`src/rtl/rtc_pkg.sv`:
```
// Shared types and constants for the RTC init sequencer (macro RTC_INIT_READBACK_EN adds readback states).
// Latency: n/a (declarations only).
// Backpressure: n/a (declarations only).
package rtc_pkg;

  localparam int unsigned PULSE_CYC_DEF = 4;
  localparam int unsigned HOLD_CYC_DEF  = 2;
  localparam logic [7:0]  RTC_TERM      = 8'hFF;
  localparam logic [3:0]  IDX_MAX       = 4'hF;

  typedef enum logic [3:0] {
    IDLE,
    FETCH,
    ADDR_LO,
    ADDR_HI,
    DATA_LO,
    DATA_HI,
    FINISH
`ifdef RTC_INIT_READBACK_EN
    ,
    RADDR_LO,
    RADDR_HI,
    RD_LO,
    RD_HI
`endif
  } state_e;

endpackage

```
`src/rtl/rtc_bus_strobe.sv`:
```
// Phase counter and strobe decode for the RTC bus (macro RTC_INIT_READBACK_EN adds rd_n_o).
// Latency: strobes decode combinationally from state; last_o flags the final cycle of a phase.
// Backpressure: none; phase lengths are fixed by PULSE_CYC/HOLD_CYC.
module rtc_bus_strobe
  import rtc_pkg::*;
#(
  parameter int unsigned PULSE_CYC = PULSE_CYC_DEF,
  parameter int unsigned HOLD_CYC  = HOLD_CYC_DEF
) (
  input  logic   clk,
  input  logic   reset_n,
  input  state_e state_i,
  input  logic   clr_i,
  output logic   last_o,
  output logic   cs_n_o,
  output logic   wr_n_o,
  output logic   a_d_o
`ifdef RTC_INIT_READBACK_EN
  ,
  output logic   rd_n_o
`endif
);

  localparam int unsigned MAX_CYC = (PULSE_CYC > HOLD_CYC) ? PULSE_CYC : HOLD_CYC;
  localparam int unsigned CNT_W   = (MAX_CYC > 1) ? $clog2(MAX_CYC) : 1;

  logic [CNT_W-1:0] cnt_q, cnt_d, len_m1;
  logic lo_ph, hi_ph, data_ph;
`ifdef RTC_INIT_READBACK_EN
  logic rd_ph;
`endif

  // Classify the current state into strobe-low / strobe-high and address / data phases.
  always_comb begin
    lo_ph   = 1'b0;
    hi_ph   = 1'b0;
    data_ph = 1'b0;
`ifdef RTC_INIT_READBACK_EN
    rd_ph   = 1'b0;
`endif
    case (state_i)
      ADDR_LO:  lo_ph = 1'b1;
      ADDR_HI:  hi_ph = 1'b1;
      DATA_LO:  begin lo_ph = 1'b1; data_ph = 1'b1; end
      DATA_HI:  begin hi_ph = 1'b1; data_ph = 1'b1; end
`ifdef RTC_INIT_READBACK_EN
      RADDR_LO: lo_ph = 1'b1;
      RADDR_HI: hi_ph = 1'b1;
      RD_LO:    begin lo_ph = 1'b1; data_ph = 1'b1; rd_ph = 1'b1; end
      RD_HI:    begin hi_ph = 1'b1; data_ph = 1'b1; rd_ph = 1'b1; end
`endif
      default:  ;
    endcase
  end

  // One shared counter times every phase; it restarts whenever the state moves.
  always_comb begin
    len_m1 = lo_ph ? CNT_W'(PULSE_CYC - 1) : CNT_W'(HOLD_CYC - 1);
    cnt_d  = (clr_i || !(lo_ph || hi_ph)) ? '0 : cnt_q + CNT_W'(1);
  end

  // Phase counter register.
  always_ff @(posedge clk or negedge reset_n) begin
    if (!reset_n) cnt_q <= '0;
    else          cnt_q <= cnt_d;
  end

  assign last_o = (lo_ph || hi_ph) && (cnt_q == len_m1);
  assign cs_n_o = ~(lo_ph | hi_ph);
  assign a_d_o  = data_ph;
`ifdef RTC_INIT_READBACK_EN
  assign wr_n_o = ~(lo_ph & ~rd_ph);
  assign rd_n_o = ~(lo_ph & rd_ph);
`else
  assign wr_n_o = ~lo_ph;
`endif

endmodule

```
`src/rtl/rtc_init_sequencer.sv`:
```
// Walks an external init ROM and writes each byte to the RTC over a muxed A/D bus (macro RTC_INIT_READBACK_EN adds verify-by-readback).
// Latency: 1 + 2*(PULSE_CYC+HOLD_CYC) cycles per entry (doubled with readback), plus FETCH and FINISH.
// Backpressure: none; start is only accepted in IDLE, ignored while busy.
module rtc_init_sequencer
  import rtc_pkg::*;
#(
  parameter int unsigned PULSE_CYC = PULSE_CYC_DEF,
  parameter int unsigned HOLD_CYC  = HOLD_CYC_DEF
) (
  input  logic       clk,
  input  logic       reset_n,
  input  logic       start,
  output logic [3:0] rom_addr,
  input  logic [7:0] rom_data,
  output logic       cs_n,
  output logic       a_d,
  output logic       wr_n,
  output logic [7:0] ad_out,
  output logic       busy,
  output logic       done
`ifdef RTC_INIT_READBACK_EN
  ,
  output logic       rd_n,
  input  logic [7:0] ad_in,
  output logic       err
`endif
);

  state_e     state_q, state_d;
  logic [3:0] idx_q, idx_d;
  logic [7:0] data_q, data_d;
  logic       busy_q, busy_d;
  logic       last;
`ifdef RTC_INIT_READBACK_EN
  logic       err_q, err_d;
`endif

  rtc_bus_strobe #(
    .PULSE_CYC (PULSE_CYC),
    .HOLD_CYC  (HOLD_CYC)
  ) u_strobe (
    .clk     (clk),
    .reset_n (reset_n),
    .state_i (state_q),
    .clr_i   (state_d != state_q),
    .last_o  (last),
    .cs_n_o  (cs_n),
    .wr_n_o  (wr_n),
    .a_d_o   (a_d)
`ifdef RTC_INIT_READBACK_EN
    ,
    .rd_n_o  (rd_n)
`endif
  );

  // Next-state, table index and data latch; phases advance on the counter's last cycle.
  always_comb begin
    state_d  = state_q;
    idx_d    = idx_q;
    data_d   = data_q;
    busy_d   = busy_q;
    done     = 1'b0;
    rom_addr = idx_q;
`ifdef RTC_INIT_READBACK_EN
    err_d    = err_q;
`endif
    case (state_q)
      IDLE: begin
        if (start) begin
          idx_d   = 4'h0;
          busy_d  = 1'b1;
          state_d = FETCH;
`ifdef RTC_INIT_READBACK_EN
          err_d   = 1'b0;
`endif
        end
      end
      FETCH: begin
        // Index 15 terminates even without a marker so idx never wraps.
        if (rom_data == RTC_TERM || idx_q == IDX_MAX) begin
          state_d = FINISH;
        end else begin
          data_d  = rom_data;
          state_d = ADDR_LO;
        end
      end
      ADDR_LO: if (last) state_d = ADDR_HI;
      ADDR_HI: if (last) state_d = DATA_LO;
      DATA_LO: if (last) state_d = DATA_HI;
      DATA_HI: begin
        if (last) begin
`ifdef RTC_INIT_READBACK_EN
          state_d = RADDR_LO;
`else
          idx_d   = idx_q + 4'd1;
          state_d = FETCH;
`endif
        end
      end
`ifdef RTC_INIT_READBACK_EN
      RADDR_LO: if (last) state_d = RADDR_HI;
      RADDR_HI: if (last) state_d = RD_LO;
      RD_LO: begin
        if (last) begin
          // Sample on the final low cycle, when the RTC has had the longest to drive.
          if (ad_in != data_q) err_d = 1'b1;
          state_d = RD_HI;
        end
      end
      RD_HI: begin
        if (last) begin
          idx_d   = idx_q + 4'd1;
          state_d = FETCH;
        end
      end
`endif
      FINISH: begin
        done    = 1'b1;
        busy_d  = 1'b0;
        state_d = IDLE;
      end
      default: state_d = IDLE;
    endcase
  end

  // Bus value: register index during address phases, latched ROM byte during data write.
  always_comb begin
    ad_out = 8'h00;
    case (state_q)
      ADDR_LO, ADDR_HI: ad_out = {4'h0, idx_q};
      DATA_LO, DATA_HI: ad_out = data_q;
`ifdef RTC_INIT_READBACK_EN
      RADDR_LO, RADDR_HI: ad_out = {4'h0, idx_q};
`endif
      default: ad_out = 8'h00;
    endcase
  end

  // State and datapath registers; reset abandons any run in progress.
  always_ff @(posedge clk or negedge reset_n) begin
    if (!reset_n) begin
      state_q <= IDLE;
      idx_q   <= 4'h0;
      data_q  <= 8'h00;
      busy_q  <= 1'b0;
    end else begin
      state_q <= state_d;
      idx_q   <= idx_d;
      data_q  <= data_d;
      busy_q  <= busy_d;
    end
  end

`ifdef RTC_INIT_READBACK_EN
  // Sticky readback error, cleared only when a new run is accepted.
  always_ff @(posedge clk or negedge reset_n) begin
    if (!reset_n) err_q <= 1'b0;
    else          err_q <= err_d;
  end

  assign err = err_q;
`endif

  assign busy = busy_q;

endmodule

```
`config.mk`:
```
export PLATFORM = sky130hd
export DESIGN_NAME = rtc_init_sequencer
export DESIGN_NICKNAME = d
export VERILOG_FILES = /design/src/rtl/rtc_pkg.sv /design/src/rtl/rtc_bus_strobe.sv /design/src/rtl/rtc_init_sequencer.sv
export SDC_FILE = /design/constraint.sdc
export NUM_CORES = 1
export LEC_CHECK = 0
export BUFFER_PORTS_ARGS = -buffer_cell sky130_fd_sc_hd__buf_2
export CORE_MARGIN = 1
export CORE_UTILIZATION = 44
export CTS_CLUSTER_SIZE = 8
export DETAILED_ROUTE_END_ITERATION = 10
export GPL_TIMING_DRIVEN = 0
export MAX_ROUTING_LAYER = met4
export PLACE_DENSITY_LB_ADDON = 0.08
export SETUP_SLACK_MARGIN = 0.4
export SYNTH_ARGS = -nofsm -noshare
export SYNTH_HDL_FRONTEND = slang
export SYNTH_SLANG_ARGS = --single-unit
```
`constraint.sdc`:
```
create_clock -name clk -period 2.37 [get_ports clk]
set_input_delay 0.237 -clock clk [delete_from_list [all_inputs] [get_ports clk]]
set_output_delay 0.237 -clock clk [all_outputs]
set_load 0.01 [all_outputs]
```
* Word level (Yosys, flattened, before mapping)
Cells that the tools add are included.
Cells by class: bitwise logic cells 4, $add $sub $neg 2, multiply operators 0, equal/unequal tests 12, reductions and logical operators 15, $lt $le $gt $ge 0, multiplexer cells 19, divide/modulo/power cells 0, shift operators 0
Operators with widths (number):
- 4-bit 2-to-1 mux | 7
- 4-bit case mux with 6 select lines | 1
- 8-bit case mux with 2 select lines | 1
- 4-bit by 3-bit == test with 1-bit output (second input constant) | 3
- 4-bit by 2-bit == test with 1-bit output (second input constant) | 2
- 8-bit == test (second input constant) | 1
- 4-bit case mux with 2 select lines | 1
- 2-bit OR reduction | 4
- 1-bit 2-to-1 mux | 5
- 4-bit by 1-bit adder with 4-bit output (second input constant) | 1
- 4-bit by 1-bit == test with 1-bit output (second input constant) | 1
- 4-bit == test (second input constant) | 1
- 4-bit zero test | 1
- 2-bit 2-to-1 mux | 2
- 2-bit != test (second input constant) | 2
- 4-bit != test | 1
- 2-bit AND reduction | 2
- 2-bit nonzero test | 2
- 1-bit logical OR | 3
- 3-bit 2-to-1 mux | 1
- 1-bit inverter | 3
- 3-bit AND reduction | 1
- 2-bit by 1-bit adder with 2-bit output (second input constant) | 1
- 2-bit == test | 1
- other kinds (4) | 4
Storage, ports and cells: bits in writable memories 0, input bits 11, register bits 19, output and inout bits 17, bits in latches 0, memories kept 0, memory bits (read-only) 0

* Logic depth before layout (Yosys ltp)
Gate-level depths: netlist of run 1.
depth in word-level cells 11, mapped depth 6, mapped depth without buffers 5

* Hierarchy
A second synthesis of run 1 with hierarchy kept.
Second synthesis, totals: cell total of the unflattened synthesis 96, area, all modules 1066.0 µm²
By module, submodules not included:
- rtc_init_sequencer | times used 1, cells each 85, area each 942.2 µm²
- rtc_bus_strobe | times used 1, cells each 11, area each 123.9 µm²

* Worst setup path before layout of run 1
OpenSTA, ideal clock, no wires.
path kind reg-to-output, from register state_q[1], to output wr_n, stages on the path, launching flop included 5, buffers on the path 1, path slack 0.847 ns, data arrival time 1.286 ns, required time 2.133 ns, path through dfrtp_1 -> nor2b_1 -> clkbuf_1 -> o21bai_1 -> or2_2
Between the ends: cells in the longest elaborated chain, start to end 4, elaborated cells between the ends (all ways) 5
Ends and longest elaborated chain:
- start: declaration | RTL line rtc_init_sequencer.sv:29 | state_e state_q, state_d;
- start signal: assignment | RTL line rtc_init_sequencer.sv:147 | state_q <= state_d;
- 4-bit by 2-bit == test with 1-bit output / 4-bit by 3-bit == test with 1-bit output (equally long branches) | RTL line rtc_bus_strobe.sv:41 | case (state_i)
- 2-bit OR reduction (no source line) *
- 1-bit 2-to-1 mux * | RTL line rtc_bus_strobe.sv:41
- 1-bit inverter * | RTL line rtc_bus_strobe.sv:75 | assign wr_n_o = ~lo_ph;
- end: declaration | RTL line rtc_init_sequencer.sv:17 | output logic wr_n,
Every way passes the cells marked *; elsewhere a longest branch is shown, timed or not.

* Worst setup path in the final report of run 1
from register state_q[2], to output wr_n
The elaborated chain is that of the path after synthesis.

==> results of run 1 <==
## registers in the layout (all words and copies together) (netlist names)
register	flops
busy	1
data_q	8
rom_addr	4
state_q	4
u_strobe.cnt_q	2
## routing by layer
layer  GRT usage (%)  wire length [um]
met1            22.7               923
met2            28.2               951
met5               -                 0
met3            3.64                92
met4            8.57                29
## logic make-up after synthesis
logic type / count (synthesis) / synth area share (%)
AO/OA/AOI/OAI: 16 / 12.8
adder cells (fa/ha/maj): 1 / 1.23
other: 1 / 0.368
AND/OR/NAND/NOR: 41 / 23.8
multiplexers: 9 / 10.3
flip-flops: 19 / 46.6
XOR/XNOR: 2 / 1.72
buffers and inverters: 6 / 3.19
## layout make-up
| type | instances | area [um2] | share of cell area [%] |
|---|---|---|---|
| Inverter | 2 | 7.51 | 0.597 |
| Sequential cell | 19 | 477 | 37.9 |
| Clock buffer | 4 | 26.3 | 2.09 |
| Buffer | 4 | 28.8 | 2.29 |
| Multi-Input combinational cell | 70 | 515 | 41.0 |
| Tap cell | 28 | 35.0 | 2.79 |
| Timing Repair Buffer | 31 | 168 | 13.3 |
## path summary, 6_finish.rpt
| kind | from | to | slack [ns] | cells past startpoint |
|---|---|---|---|---|
| worst min register to register | data_q[7] | data_q[7] | 0.50 | 1 |
| max in group asynchronous | reset_n | state_q[1] | 1.67 | 2 |
| min in group asynchronous | reset_n | busy | 0.39 | 2 |
| worst min-delay path | rom_data[3] | data_q[3] | 0.19 | 2 |
| worst max-delay path | state_q[2] | wr_n | 0.48 | 6 |
| worst max register to register | state_q[1] | data_q[4] | 0.82 | 4 |
## Yosys cell counts, drive strengths merged
| cell type | number | area [um2] |
|---|---|---|
| a2111oi | 1 | 8.76 |
| a32oi | 1 | 8.76 |
| nand3 | 4 | 20.0 |
| a211o | 1 | 8.76 |
| a31oi | 1 | 6.26 |
| nor2b | 1 | 6.26 |
| and2 | 4 | 25.0 |
| inv | 2 | 7.50 |
| or3b | 1 | 11.3 |
| a21oi | 2 | 10.0 |
| nand2b | 1 | 6.26 |
| dfrtp | 19 | 475 |
| and2b | 1 | 7.51 |
| a22o | 1 | 8.76 |
| nand3b | 1 | 7.51 |
| xnor2 | 1 | 8.76 |
| mux2 | 9 | 105 |
| clkbuf | 1 | 3.75 |
| or2 | 2 | 12.5 |
| nand2 | 5 | 18.8 |
| nor3 | 1 | 10.0 |
| nor2 | 14 | 55.1 |
| a21o | 2 | 15.0 |
| buf | 3 | 21.3 |
| and3 | 1 | 7.51 |
| nor4b | 1 | 23.8 |
| a22oi | 4 | 30.0 |
| nor4bb | 1 | 10.0 |
| ha | 1 | 12.5 |
| conb | 1 | 3.75 |
| xor2 | 1 | 8.76 |
| and3b | 1 | 8.76 |
| o21bai | 1 | 7.51 |
| nand4 | 2 | 12.5 |
| o211ai | 1 | 21.3 |
| o21ai | 1 | 5.00 |
## what timing repair did
item                                   CTS  global route
endpoints found under the hold margin   19             0
hold buffers                             1             0
setup buffers                            0             3
setup endpoints to repair                1             1
resized for setup                        1             5
## report_power, final
group	total, uW	switching (uW)	internal [uW]
sequential	400	27.6	373
combinational	106	43.3	63.0
clock	159	93.1	65.5
total	665	164	501
## stage by stage
step | cell area, um2 | worst slack (ns) | utilization, % | hold slack [ns] | power (uW)
final | 1260 | 0.484 | 57.4 | 0.187 | 665
after global routing | 1260 | 0.380 | 57.4 | 0.185 | 702
after CTS | 1230 | 0.409 | 56.0 | 0.182 | 661
after detailed placement | 1190 | 0.642 | 54.3 | 0.193 | 505
after global placement | 1190 | 0.675 | 54.3 | 0.198 | 500
after floorplan | 1020 | 0.847 | - | -0.0586 | 469
==> summary.md, run 1 <==
| Metric | Value |
|---|---|
| Slowest stage cell on the critical path | dfrtp_1 |
| Most frequent cells in the layout | 29 x buf_2, 18 x dfrtp_1, 13 x nor2_1 |
| Core area | 2190 um2 |
| Crit Path Class | reg -> out |
| Initial core utilization | 46.5% |
| GRT overflow | 0 |
| Nets@finish | 143 |
| CTS tree | done |
| Worst-Skew Late Latency | 0.29 ns |
| Post-synthesis cell type count | 40 |
| Clk_skew | 0.00580 ns |
| Layout area overhead | 23.3% |
| H-tree levels | 1 |
| All-layer global routing usage | 18.2% |
| Row count | 17 |
| Diodes inserted | 0 |
| Vias per Instance | 5.35 |
| Status | complete, no violations |
| RSZ-0062 raised after global routing | false |
| Post-detail-place hpwl | 1.45 mm |
| Final non-filler cell total | 158 |
| Routed Wire Length | 2.00 mm |
| MaxCap Viol Count | 0 |
| # DRC | 0 |
| Clock transition at path regs | 0.09 ns |
| #FFs+latches synth | 19 |
| Num CTS Buffers | 3 |
| Post-Syn Instances | 95 |
| Share of layout cells above drive strength 1 | 43.8% |
| Most common cell after layout, fill and taps aside | buf_2 |
| Initial antenna violation count | 0 |
| CP Cell Sequence | buf_6 > and2b_1 > buf_4 > o21bai_2 > or2_2 > buf_2 |
| DRT antenna net count | 0 |
| Pwr/cell area | 529 nW/um2 |
| Boundary Pins | 28 |
| Static leakage | 0.000597 uW |
| Achievable frequency | 0.530 GHz |
| Vias in the first global route | 742 |
| Tmin final | 1.89 ns |
| Mean area per synthesized cell | 10.7 um2 |
| Clock Tree Buf Depth | 2 |
| Final period util | 79.6% |
| CTS sink count | 19 |
| Die span in x | 50.1 um |
| Slew Limit Fails | 0 |
| Setup tns final | 0 ns |
| Startpoint class of the critical path | flip-flop |
| CP arrival | 1.65 ns |
| Placed Instances | 150 |
| Largest net degree at the start of global routing | 20 |
| Kind of cell adding the most delay to the critical path | simple AND/OR/NAND/NOR gates |
| Worst EP required | 2.13 ns |
| Crit path max fanout | 10 |
| Die Y-Extent | 50.1 um |
| Root Driver | clkbuf_4 |
| Buffers on Ports | 27 |
| Starting DRT DRC Count | 4 |
| Final setup violation count | 0 |
| Wirelength per Cell | 12.6 um |
| Final Wtd Congestion | 0.776 |
| Via count | 845 |
| Max VDD drop | 0.000488 V |
| Hold Path Class | in -> reg |
| Worst path max stage delay | 0.38 ns |
| Fillers | 204 |
| Syn Nets | 107 |
| WP buf/inv | 3 |
| Final Hold Fails | 0 |
| Post-Syn Area | 1020 um2 |
| CP Capture Type | output port |
| Synth Warn # | 0 |
| First-pass GRT wire length | 3.24 mm |
| DRT Pass-1 Iters | 4 |
| Die ar. | 2510 um2 |
| Seq/Total Area, Yosys | 46.6% |
No activity file was read; power rests on OpenSTA's default activity.
==> run 2, diff against run 1 <==
clock period = 1.6 ns   (was 2.37 ns; I/O delays follow)
==> summary.md, run 2 (synthesis results as in run 1) <==
| Metric | Value |
|---|---|
| CP arrival | 1.56 ns (was 1.65 ns) |
| Crit Path Class | reg -> out (unchanged) |
| Post-Route Utilization | 75.6% (was 57.4%) |
| Most common cell after layout, fill and taps aside | buf_2 (unchanged) |
| Vias in the first global route | 934 (was 742) |
| RSZ-0062 raised after global routing | true (was false) |
| Crit path max fanout | 6 (was 10) |
| Setup ws final | -0.117 ns (was 0.484 ns) |
| Final period util | 107% |
| Final Wtd Congestion | 0.707 (was 0.776) |
| Clk_skew | 0.00407 ns (was 0.00580 ns) |
| Core area | 2190 um2 (unchanged) |
| Layout area overhead | 62.5% (was 23.3%) |
| Clock transition at path regs | 0.11 ns (was 0.09 ns) |
| Achievable frequency | 0.583 GHz |
| Root Driver | clkbuf_4 (unchanged) |
| Die Y-Extent | 50.1 um (unchanged) |
| Largest register FFs | 8 (unchanged) |
| Buffers on Ports | 27 (unchanged) |
| Startpoint class of the critical path | flip-flop (unchanged) |
| First-pass GRT wire length | 4.15 mm (was 3.24 mm) |
| All-layer global routing usage | 22.8% (was 18.2%) |
| Largest net degree at the start of global routing | 20 (unchanged) |
| Slowest stage cell on the critical path | dfrtp_1 (unchanged) |
| Num CTS Buffers | 3 (unchanged) |
| GRT overflow | 0 (unchanged) |
| Nets@finish | 162 (was 143) |
| CTS sink count | 19 (unchanged) |
| Worst EP required | 1.44 ns (was 2.13 ns) |
| Worst-Skew Late Latency | 0.30 ns (was 0.29 ns) |
| Worst path max stage delay | 0.39 ns (was 0.38 ns) |
| # DRC | 0 (unchanged) |
| Clock Tree Buf Depth | 2 (unchanged) |
| Register area | 479 um2 (was 477 um2) |
| Max VDD drop | 0.000674 V (was 0.000488 V) |
| DRT antenna net count | 0 (unchanged) |
| Wirelength per Cell | 16.5 um (was 12.6 um) |
| Pwr/cell area | 681 nW/um2 (was 529 nW/um2) |
| CTS tree | done (unchanged) |
| Multi-input logic area | 669 um2 (was 515 um2) |
| Share of layout cells above drive strength 1 | 66.4% (was 43.8%) |
| CP dominant cell by count | buf_6 |
| Initial core utilization | 46.5% (unchanged) |
| CP Capture Type | output port (unchanged) |
| Failing checks | setup timing |
| MaxCap Viol Count | 0 (unchanged) |
| Diodes inserted | 0 (unchanged) |
| Boundary Pins | 28 (unchanged) |
| Die span in x | 50.1 um (unchanged) |
| Largest Register | data_q (unchanged) |
| H-tree levels | 1 (unchanged) |
| Row count | 17 (unchanged) |
| Final setup violation count | 12 (was 0) |
| Vias per Instance | 5.43 (was 5.35) |
| Post-detail-place hpwl | 1.47 mm (was 1.45 mm) |
| Initial antenna violation count | 0 (unchanged) |
| Slew Limit Fails | 0 (unchanged) |
| Starting DRT DRC Count | 16 (was 4) |
| Static leakage | 0.000779 uW (was 0.000597 uW) |
| Status | finished, violations left (was complete, no violations) |
| Tmin final | 1.72 ns |
| Routed Wire Length | 2.92 mm (was 2.00 mm) |
| Fillers | 155 (was 204) |
| Final Hold Fails | 0 (unchanged) |
| CP Cell Sequence | buf_6 > and2b_1 > buf_6 > o21bai_4 > or2_4 > buf_6 (was buf_6 > and2b_1 > buf_4 > o21bai_2 > or2_2 > buf_2) |
| Via count | 961 (was 845) |
| DRT Pass-1 Iters | 4 (unchanged) |
| Pre-CTS setup slack | 0.135 ns (was 0.642 ns) |
| Hold Path Class | in -> reg (unchanged) |
| Most frequent cells in the layout | 20 x buf_2, 19 x buf_6, 16 x dfrtp_1 (was 29 x buf_2, 18 x dfrtp_1, 13 x nor2_1) |
| Die ar. | 2510 um2 (unchanged) |
run 2: cell types whose count changed in the layout (fill, tap and decap cells not counted), sizes merged:
cell,previous run,this run
buf,34,53
run 2: worst paths after layout:
kind	cells past startpoint	slack (ns)	startpoint	endpoint
max reg2reg	7	-0.03	state_q[2]	rom_addr[0]
max in group asynchronous	2	0.94	reset_n	rom_addr[0]
max	6	-0.12	state_q[2]	wr_n
min	2	0.09	rom_data[3]	data_q[3]
min reg2reg	2	0.51	busy	busy
min in group asynchronous	2	0.33	reset_n	u_strobe.cnt_q[1]
run 2: metal layers:
layer | GRT usage (%) | routed length (um)
met1 | 25.1 | 1210
met2 | 42.0 | 1580
met3 | 3.03 | 67
met4 | 7.14 | 63
met5 | - | 0
run 2: timing repair:
action / CTS / global route
setup endpoints to repair: 28 / 30
endpoints found under the hold margin: 19 / 0
hold buffers: 1 / 0
pin swaps: 12 / 9
resized for setup: 34 / 21
buffers inserted: 13 / 9
run 2: where the power goes:
| group | internal, uW | total (uW) | leakage (uW) | switching, uW |
|---|---|---|---|---|
| combinational | 174 | 270 | 0.000529 | 95.7 |
| clock | 97.3 | 247 | 0.0000150 | 150 |
| sequential | 553 | 611 | 0.000235 | 57.9 |
run 2: final cells by class:
type / count / share of cell area (%)
plain buffers: 4 / 2.95
clock buffers: 4 / 1.59
inverters: 2 / 0.604
multi-input cells: 70 / 40.4
flip-flops and latches: 19 / 28.9
well taps: 28 / 2.11
repair buffers: 50 / 23.4
run 2: stage by stage:
stage / cells / total power, uW / hold slack, ns / area [um2] / TNS [ns]
final: 177 / 1130 / 0.0943 / 1660 / -1.06
after global routing: 177 / 1170 / 0.101 / 1660 / -1.98
after CTS: 168 / 1080 / 0.107 / 1510 / -0.684
after detailed placement: 150 / 757 / 0.127 / 1230 / 0
after global placement: 150 / 750 / 0.123 / 1230 / 0
after floorplan: 95 / 704 / -0.136 / 1060 / 0
run 2: critical path, delay by kind of cell, from the launching register on:
family	cells	cell delay [ns]
buffers and inverters	3	0.37
AO/OA/AOI/OAI	1	0.07
AND/OR/NAND/NOR	2	0.43
flip-flops	1	0.39
